### config.mk
export PLATFORM = sky130hd
export DESIGN_NAME = ifetch_unit_flat
export DESIGN_NICKNAME = d
export VERILOG_FILES = /design/src/rtl/ifetch_if.sv /design/src/rtl/ifetch_unit.sv /design/src/flat_wrapper.sv
export SDC_FILE = /design/constraint.sdc
export NUM_CORES = 1
export LEC_CHECK = 0
export ABC_AREA = 1
export BUFFER_PORTS_ARGS = -buffer_cell sky130_fd_sc_hd__buf_2
export CAP_MARGIN = 20
export CORE_MARGIN = 10
export CORE_UTILIZATION = 31
export CTS_CLUSTER_DIAMETER = 200
export DETAILED_ROUTE_END_ITERATION = 8
export GPL_ROUTABILITY_DRIVEN = 0
export HOLD_SLACK_MARGIN = 0.08
export PLACE_DENSITY = 0.6
export SYNTH_ARGS = -nofsm -noshare
export SYNTH_HDL_FRONTEND = slang
export SYNTH_SLANG_ARGS = --single-unit
### constraint.sdc
create_clock -name clk -period 1.79 [get_ports clk]
set_input_delay 0.2685 -clock clk [delete_from_list [all_inputs] [get_ports clk]]
set_output_delay 0.2685 -clock clk [all_outputs]
set_load 0.02 [all_outputs]
### src/rtl/ifetch_if.sv
// Signal bundle between ifetch_unit, its instruction memory and the pipeline.
// master = fetch unit side, slave = memory/pipeline side.
interface ifetch_if;
  logic [31:0] imem_addr;
  logic [31:0] imem_data;
  logic        stall;
  logic        branch_en;
  logic [31:0] branch_target;
  logic [31:0] instr;
  logic [31:0] instr_pc;
  logic        instr_valid;
  logic [15:0] fetch_count;

  modport master (
    output imem_addr, instr, instr_pc, instr_valid, fetch_count,
    input  imem_data, stall, branch_en, branch_target
  );

  modport slave (
    input  imem_addr, instr, instr_pc, instr_valid, fetch_count,
    output imem_data, stall, branch_en, branch_target
  );
endinterface

### src/rtl/ifetch_unit.sv
// Instruction fetch stage: sequential fetch, stall hold, branch redirect with one flush slot.
// Optional macro IFETCH_JUMP_EN: resolve J-format jumps directly in fetch.
module ifetch_unit #(
  parameter int unsigned IMEM_WORDS = 64,
  parameter logic [31:0] RESET_PC   = 32'h0000_0000
) (
  input  logic     clk,
  input  logic     reset,
  ifetch_if.master bus
);

  // Word-aligned address mask for the memory size (IMEM_WORDS is a power of two).
  localparam logic [31:0] ADDR_MASK = 32'(IMEM_WORDS * 4) - 32'd4;

  typedef enum logic [1:0] {IDLE, FETCH, HOLD} state_t;

  state_t      state_q, state_d;
  logic [31:0] pc_q, pc_d;
  logic [31:0] instr_q, instr_d;
  logic [31:0] ipc_q, ipc_d;
  logic        valid_q, valid_d;
  logic [15:0] cnt_q, cnt_d;
  logic [31:0] pc_plus4;
  logic [31:0] seq_next_pc;

  assign pc_plus4 = pc_q + 32'd4;

  always_comb begin
    seq_next_pc = pc_plus4 & ADDR_MASK;
`ifdef IFETCH_JUMP_EN
    if (bus.imem_data[31:26] == 6'b000010)
      seq_next_pc = {pc_plus4[31:28], bus.imem_data[25:0], 2'b00} & ADDR_MASK;
`endif
  end

  always_comb begin
    state_d = state_q;
    pc_d    = pc_q;
    instr_d = instr_q;
    ipc_d   = ipc_q;
    valid_d = valid_q;
    cnt_d   = cnt_q;
    unique case (state_q)
      IDLE: state_d = FETCH;
      FETCH, HOLD: begin
        if (bus.branch_en) begin
          // Redirect beats stall; the slot already in instr is flushed.
          pc_d    = bus.branch_target & ADDR_MASK;
          instr_d = '0;
          valid_d = 1'b0;
          state_d = FETCH;
        end else if (bus.stall) begin
          state_d = HOLD;
        end else if (state_q == HOLD) begin
          state_d = FETCH;
        end else begin
          instr_d = bus.imem_data;
          ipc_d   = pc_q;
          valid_d = 1'b1;
          pc_d    = seq_next_pc;
          cnt_d   = cnt_q + 16'd1;
        end
      end
      default: state_d = IDLE;
    endcase
  end

  always_ff @(posedge clk or negedge reset) begin
    if (!reset) begin
      state_q <= IDLE;
      pc_q    <= RESET_PC & ADDR_MASK;
      instr_q <= '0;
      ipc_q   <= '0;
      valid_q <= 1'b0;
      cnt_q   <= '0;
    end else begin
      state_q <= state_d;
      pc_q    <= pc_d;
      instr_q <= instr_d;
      ipc_q   <= ipc_d;
      valid_q <= valid_d;
      cnt_q   <= cnt_d;
    end
  end

  assign bus.imem_addr   = pc_q;
  assign bus.instr       = instr_q;
  assign bus.instr_pc    = ipc_q;
  assign bus.instr_valid = valid_q;
  assign bus.fetch_count = cnt_q;

endmodule
### src/flat_wrapper.sv
// flat-port wrapper written by rule: the top's interface ports become plain ports
module ifetch_unit_flat 
#(
  parameter int unsigned IMEM_WORDS = 64,
  parameter logic [31:0] RESET_PC   = 32'h0000_0000
)
  (clk, reset, bus_imem_addr, bus_instr, bus_instr_pc, bus_instr_valid, bus_fetch_count, bus_imem_data, bus_stall, bus_branch_en, bus_branch_target);
  ifetch_if bus_i ();
  input  logic clk;
  input  logic reset;
  output wire logic [$bits(bus_i.imem_addr)-1:0] bus_imem_addr;
  output wire logic [$bits(bus_i.instr)-1:0] bus_instr;
  output wire logic [$bits(bus_i.instr_pc)-1:0] bus_instr_pc;
  output wire logic [$bits(bus_i.instr_valid)-1:0] bus_instr_valid;
  output wire logic [$bits(bus_i.fetch_count)-1:0] bus_fetch_count;
  input wire logic [$bits(bus_i.imem_data)-1:0] bus_imem_data;
  input wire logic [$bits(bus_i.stall)-1:0] bus_stall;
  input wire logic [$bits(bus_i.branch_en)-1:0] bus_branch_en;
  input wire logic [$bits(bus_i.branch_target)-1:0] bus_branch_target;
  assign bus_imem_addr = bus_i.imem_addr;
  assign bus_instr = bus_i.instr;
  assign bus_instr_pc = bus_i.instr_pc;
  assign bus_instr_valid = bus_i.instr_valid;
  assign bus_fetch_count = bus_i.fetch_count;
  assign bus_i.imem_data = bus_imem_data;
  assign bus_i.stall = bus_stall;
  assign bus_i.branch_en = bus_branch_en;
  assign bus_i.branch_target = bus_branch_target;
  ifetch_unit #(.IMEM_WORDS(IMEM_WORDS), .RESET_PC(RESET_PC)) u_core (.clk(clk), .reset(reset), .bus(bus_i));
endmodule
Word-level counts from Yosys, hierarchy flattened
Index checks and enable logic that the tools add are counted.
{ "totals": {"ff_bits": 115, "latchBits": 0, "mem_bits_rw": 0, "rom_bits": 0, "output_inout_bits": 113, "wordCells": 33, "mem_count": 0} }
{ "classes": {"add_sub_neg": 2, "multipliers": 0, "div_mod_pow": 0, "order_cmp": 0, "eq_ne": 5, "n_shift": 0, "mux": 13, "bitwise": 3, "reduce_logical": 4} }
{ "op_table": {"columns": ["op", "n"], "rows": [
  ["two-way mux 32 bit", 6],
  ["adder 16 x 1 -> 16 bit (second input constant)", 1],
  ["adder 8 x 3 -> 8 bit (second input constant)", 1],
  ["two-way mux 2 bit", 3],
  ["!= test 4 x 3 -> 1 bit (second input constant)", 1],
  ["one-hot mux 2 bit (2 select lines)", 1],
  ["AND reduction 4 bit", 1],
  ["two-way mux 1 bit", 3],
  ["NOT 1 bit", 3],
  ["AND reduction 3 bit", 1],
  ["equality test 2 x 1 -> 1 bit (second input constant)", 1],
  ["equality test 2 bit (second input constant)", 1],
  ["logical NOT 2 bit", 1],
  ["!= test 2 x 1 -> 1 bit (second input constant)", 1],
  ["!= test 2 bit (second input constant)", 1],
  ["OR reduction 2 bit", 1]
]} }

Longest topological paths before layout
{ "logic_depth": {"ltp_word": 5, "depth_mapped": 10, "mapped_depth_nobuf": 10} }

Least setup slack after synthesis
No wires, ideal clock.
{ "synth_timing": {"kind": "reg2reg", "from": "reg u_core.state_q[0]", "to": "reg u_core.cnt_q[8] (netlist: u_core.bus.fetch_count[8])", "setup_time_ps": 118, "t_arrival_ps": 1385, "setup_slack_ps": 287, "path_stages_with_launch": 10, "cell_sequence": "dfrtp_1 inv_1 ha_1 nand2_2 nor2_8 nand2_4 nor2_4 nand3_1 nand2_1 nand2_1"} }
{ "synth_between": {"elab_chain_cells": 3} }
{ "synth_lines": {"columns": ["item", "line_no", "source"], "rows": [
  ["start: declaration", "ifetch_unit.sv:17", "state_t state_q, state_d;"],
  ["start signal: assignment", "ifetch_unit.sv:77", "state_q <= state_d;"],
  ["equality test 2 x 1 -> 1 bit / equality test 2 bit (equally long branches)", "ifetch_unit.sv:43, ifetch_unit.sv:54", null],
  ["OR reduction 2 bit / NOT 1 bit (equally long branches)", null, null],
  ["AND reduction 4 bit (no line) (*)", null, null],
  ["end signal: assignment", "ifetch_unit.sv:82", "cnt_q <= cnt_d;"],
  ["end: declaration", "ifetch_unit.sv:22", "logic [15:0] cnt_q, cnt_d;"]
]} }
Mark *: on every way between the ends. The rest lies on a longest branch, timed or not.
A chain may end at the register's enable or synchronous reset.

Worst setup path in the final report
{ "layout_timing": {"from": "reg u_core.state_q[1]", "to": "reg u_core.instr_q[17] (netlist: u_core.bus.instr[17])"} }
{ "layout_between": {"elab_chain_cells": 3} }
{ "layout_lines": {"columns": ["item", "line_no", "source"], "rows": [
  ["equality test 2 bit / equality test 2 x 1 -> 1 bit (equally long branches)", "ifetch_unit.sv:43, ifetch_unit.sv:54", null],
  ["!= test 2 bit (no line) / OR reduction 2 bit (equally long branches)", null, null],
  ["AND reduction 3 bit (no line) (*)", null, null],
  ["end signal: assignment", "ifetch_unit.sv:79", "instr_q <= instr_d;"],
  ["end: declaration", "ifetch_unit.sv:19", "logic [31:0] instr_q, instr_d;"]
]} }
Marked as above.

==> flow_metrics.tcl <==
set metrics [dict create \
    critical-path-top-delay-family "buffers and inverters" \
    path_cells "inv_1 > ha_4 > nand2_2 > nor2_8 > buf_4 > buf_4 > a22o_1" \
    grt_overflow 0 \
    start_util_pct 32.19 \
    fmax_mhz 604.6 \
    critPathSlowestCell "dfrtp_1" \
    synth-compound-area-share_pct 12.81 \
    io_pins 181 \
    wl_per_cell_um 14.45 \
    worstSetupPathType "flip-flop to flip-flop" \
    core_mm2 0.009864 \
    netlist_area_mm2 0.003176 \
    drt_iter0_drc 106 \
    muxShareOfSynthArea_pct 0 \
    clk_latency_ps 330 \
    hold_violations 0 \
    num_antenna_cells 0 \
    post_synth_fa_ha_maj_area_fraction_pct 2.364 \
    row_count 36 \
    slowest_delay_ps 410 \
    synth_xor_area_share_pct 2.206 \
    drc 0 \
    worstPathArrival_ps 1870 \
    worstSetupEndpointType "flip-flop" \
    synth_area_per_cell_um2 9.565 \
    internal_power_w 0.003804 \
    setup.worst_path.start_class "flip-flop" \
    synth_top_family_by_area "buffers and inverters" \
    yosys_warnings 0 \
    yosysSeqAreaShare_pct 49.65 \
    chipHeight_um 121.2 \
    routed_wl_um 8410 \
    htreeDepth 3 \
    antenna_found_initial 0 \
    whs_ps 160.7 \
    synth_cells 332 \
    dieArea_mm2 0.01469 \
    grt_usage_pct 10.86 \
    cts_buffer_depth 2 \
    crit_path_frequent_cell "buf_4" \
    powerDensity_mw_per_mm2 1659 \
    fin_nets 518 \
    critPathRequiredTime_ps 2000 \
    synth-simple-area-share_pct 15.68 \
    clkPwrFrac_pct 21.2 \
    critical_path_buf_inv_count 3 \
    grt_first_pass_wirelength_um 13140 \
    seq_power_share_pct 35.7 \
    areaGrowthSynthToFinish_pct 24.15 \
    cts_tree "done" \
    finalCritPeriodShare_pct 92.39 \
    fin_skew_ps 12.28 \
    drt-pass1-iter-count 4 \
    peakVddDrop_uv 625.6 \
    status "finished, final reports clean" \
    drive_gt1_share_pct 30.96 \
    clk_pin_slew_ps 80 \
    path_max_fanout 11 \
    die_x_um 121.2 \
    cts_root_buf "clkbuf_8" \
    p_sw_w 0.002736 \
    synth_cell_type_count 30 \
    ys_ff_latch 63 \
    maxCapViolations 0 \
    setup_violations 0 \
    p_leak_nw 2.167 \
    total_power_w 0.006540 \
    swShare_pct 41.84 \
    finalCriticalPeriod_ps 1654 \
    cts_buffers 9 \
    comb_power_share_pct 43.1 \
    grt_max_degree 64 \
    clock-sinks 63 \
    grt_pass1_vias 2647 \
    hpwl_um 6361 \
    ant_nets 0 \
    slew_viol_final 0 \
    viasPerCell 4.323 \
    routed-via-count 2516 \
    port_buffers 102 \
    hold_path.class "primary input to flip-flop" \
]
-- cell usage after synthesis --
cell type  count  area share [%]
a21oi_1        6            0.95
a22o_1        32             8.8
a31oi_1        1            0.20
buf_2          7             1.1
buf_4         54              13
buf_6          1            0.35
conb_1         1            0.12
dfrtp_1       63              50
ha_1           6             2.4
inv_1         23             2.7
inv_2          2            0.24
nand2_1       71             8.4
nand2_2        1            0.20
nand2_4        1            0.35
nand3_1       12             1.9
nand3_4        1            0.55
nand4_1        3            0.59
nor2_1        15             1.8
nor2_2         2            0.39
nor2_4         1            0.35
nor2_8         1            0.63
nor3_1         1            0.16
o21ai_0        9             1.4
o21ai_1        6            0.95
o22ai_1        1            0.20
o32ai_1        1            0.28
or2_0          1            0.20
or2_2          1            0.20
xnor2_1        4             1.1
xor2_1         4             1.1
-- metrics by stage --
stage	util, %	instances	TNS, ps	area, um^2	setup slack (ps)
global placement	37.16	562	0	3666	83.29
detailed placement	37.16	562	0	3666	20.12
finish	39.97	582	0	3943	136.1
CTS	39.56	579	0	3902	28.33
global route	39.97	582	-16.11	3943	-12.65
floorplan	-	383	0	3367	287.4
-- kinds of logic (layout without fill, tap and decap cells) --
| group | Yosys count | count (layout) |
|---|---|---|
| other | 1 | 52 |
| and+or+nand+nor | 111 | 111 |
| buffers and inverters | 87 | 153 |
| AOI/OAI and AO/OA | 56 | 56 |
| DFF | 63 | 63 |
| adders and majority gates | 6 | 6 |
| xor gates and xnor gates | 8 | 8 |
-- registers in the layout (all words and copies together) (netlist names) --
signal / count
u_core.bus.instr: 32
u_core.state_q: 2
u_core.bus.instr_pc: 6
u_core.bus.fetch_count: 16
u_core.bus.imem_addr: 6
u_core.bus.instr_valid: 1
-- power by group through the flow --
stage	sequential [W]	clock, W	combinational, W
6_report	0.00233	0.00139	0.00282
5_1_grt	0.00242	0.00151	0.00309
4_1_cts	0.00234	0.00144	0.00282
3_5_place_dp	0.00234	0	0.00281
3_3_place_gp	0.00233	0	0.00276
2_1_floorplan	0.00298	0	0.00122
-- per-layer routing --
metal,vias up,wire (um),part of all wire [%],GRT usage [%]
met4,0,57,0.68,3.428
li1,1208,-,-,-
met2,112,4059,48,17.65
met3,7,849,10,4.421
met1,1189,3444,41,12.79
met5,-,0,0,0
-- area by class of cell --
| class | count | area (um^2) |
|---|---|---|
| inverters | 25 | 93.84 |
| multi-input cells | 233 | 1266 |
| well taps | 133 | 166.4 |
| repair buffers | 112 | 616.8 |
| clock buffers | 11 | 141.4 |
| flip-flops and latches | 63 | 1577 |
| clock inverters | 5 | 81.33 |
| fillers | 997 | 5922 |
-- what timing repair did --
action,in CTS,in global routing
setup endpoints to repair,1,30
pin swaps,0,2
endpoints found under the hold margin,63,0
cloned,0,0
hold buffers,1,0
buffers inserted,0,3
gates resized for setup,1,3
-- placed cells by master, fill, tap and decap left out, types with 2 or more instances in the layout --
cell,count
buf_2,102
nand2_1,71
dfrtp_1,63
conb_1,52
a22o_1,32
inv_1,22
nor2_1,15
nand3_1,12
clkbuf_8,10
o21ai_0,9
a21oi_1,6
buf_4,6
o21ai_1,5
ha_1,5
xnor2_1,4
xor2_1,4
inv_2,3
nand4_1,3
nor2_4,2
bufinv_16,2
buf_12,2
-- final timing paths --
check | start | endpoint | slack (ps) | cells after the start
worst max-delay path | u_core.state_q[1] | u_core.bus.instr[17] | 140 | 7
worst min-delay path | bus_imem_data[10] | u_core.bus.instr[10] | 160 | 2
worst max register to register | u_core.state_q[1] | u_core.bus.instr[17] | 140 | 7
worst min register to register | u_core.bus.instr_pc[3] | u_core.bus.instr_pc[3] | 480 | 2
max in group asynchronous | reset | u_core.bus.instr[30] | 1010 | 3
min in group asynchronous | reset | u_core.bus.fetch_count[9] | 500 | 3
(Power assumes the default switching activity.)
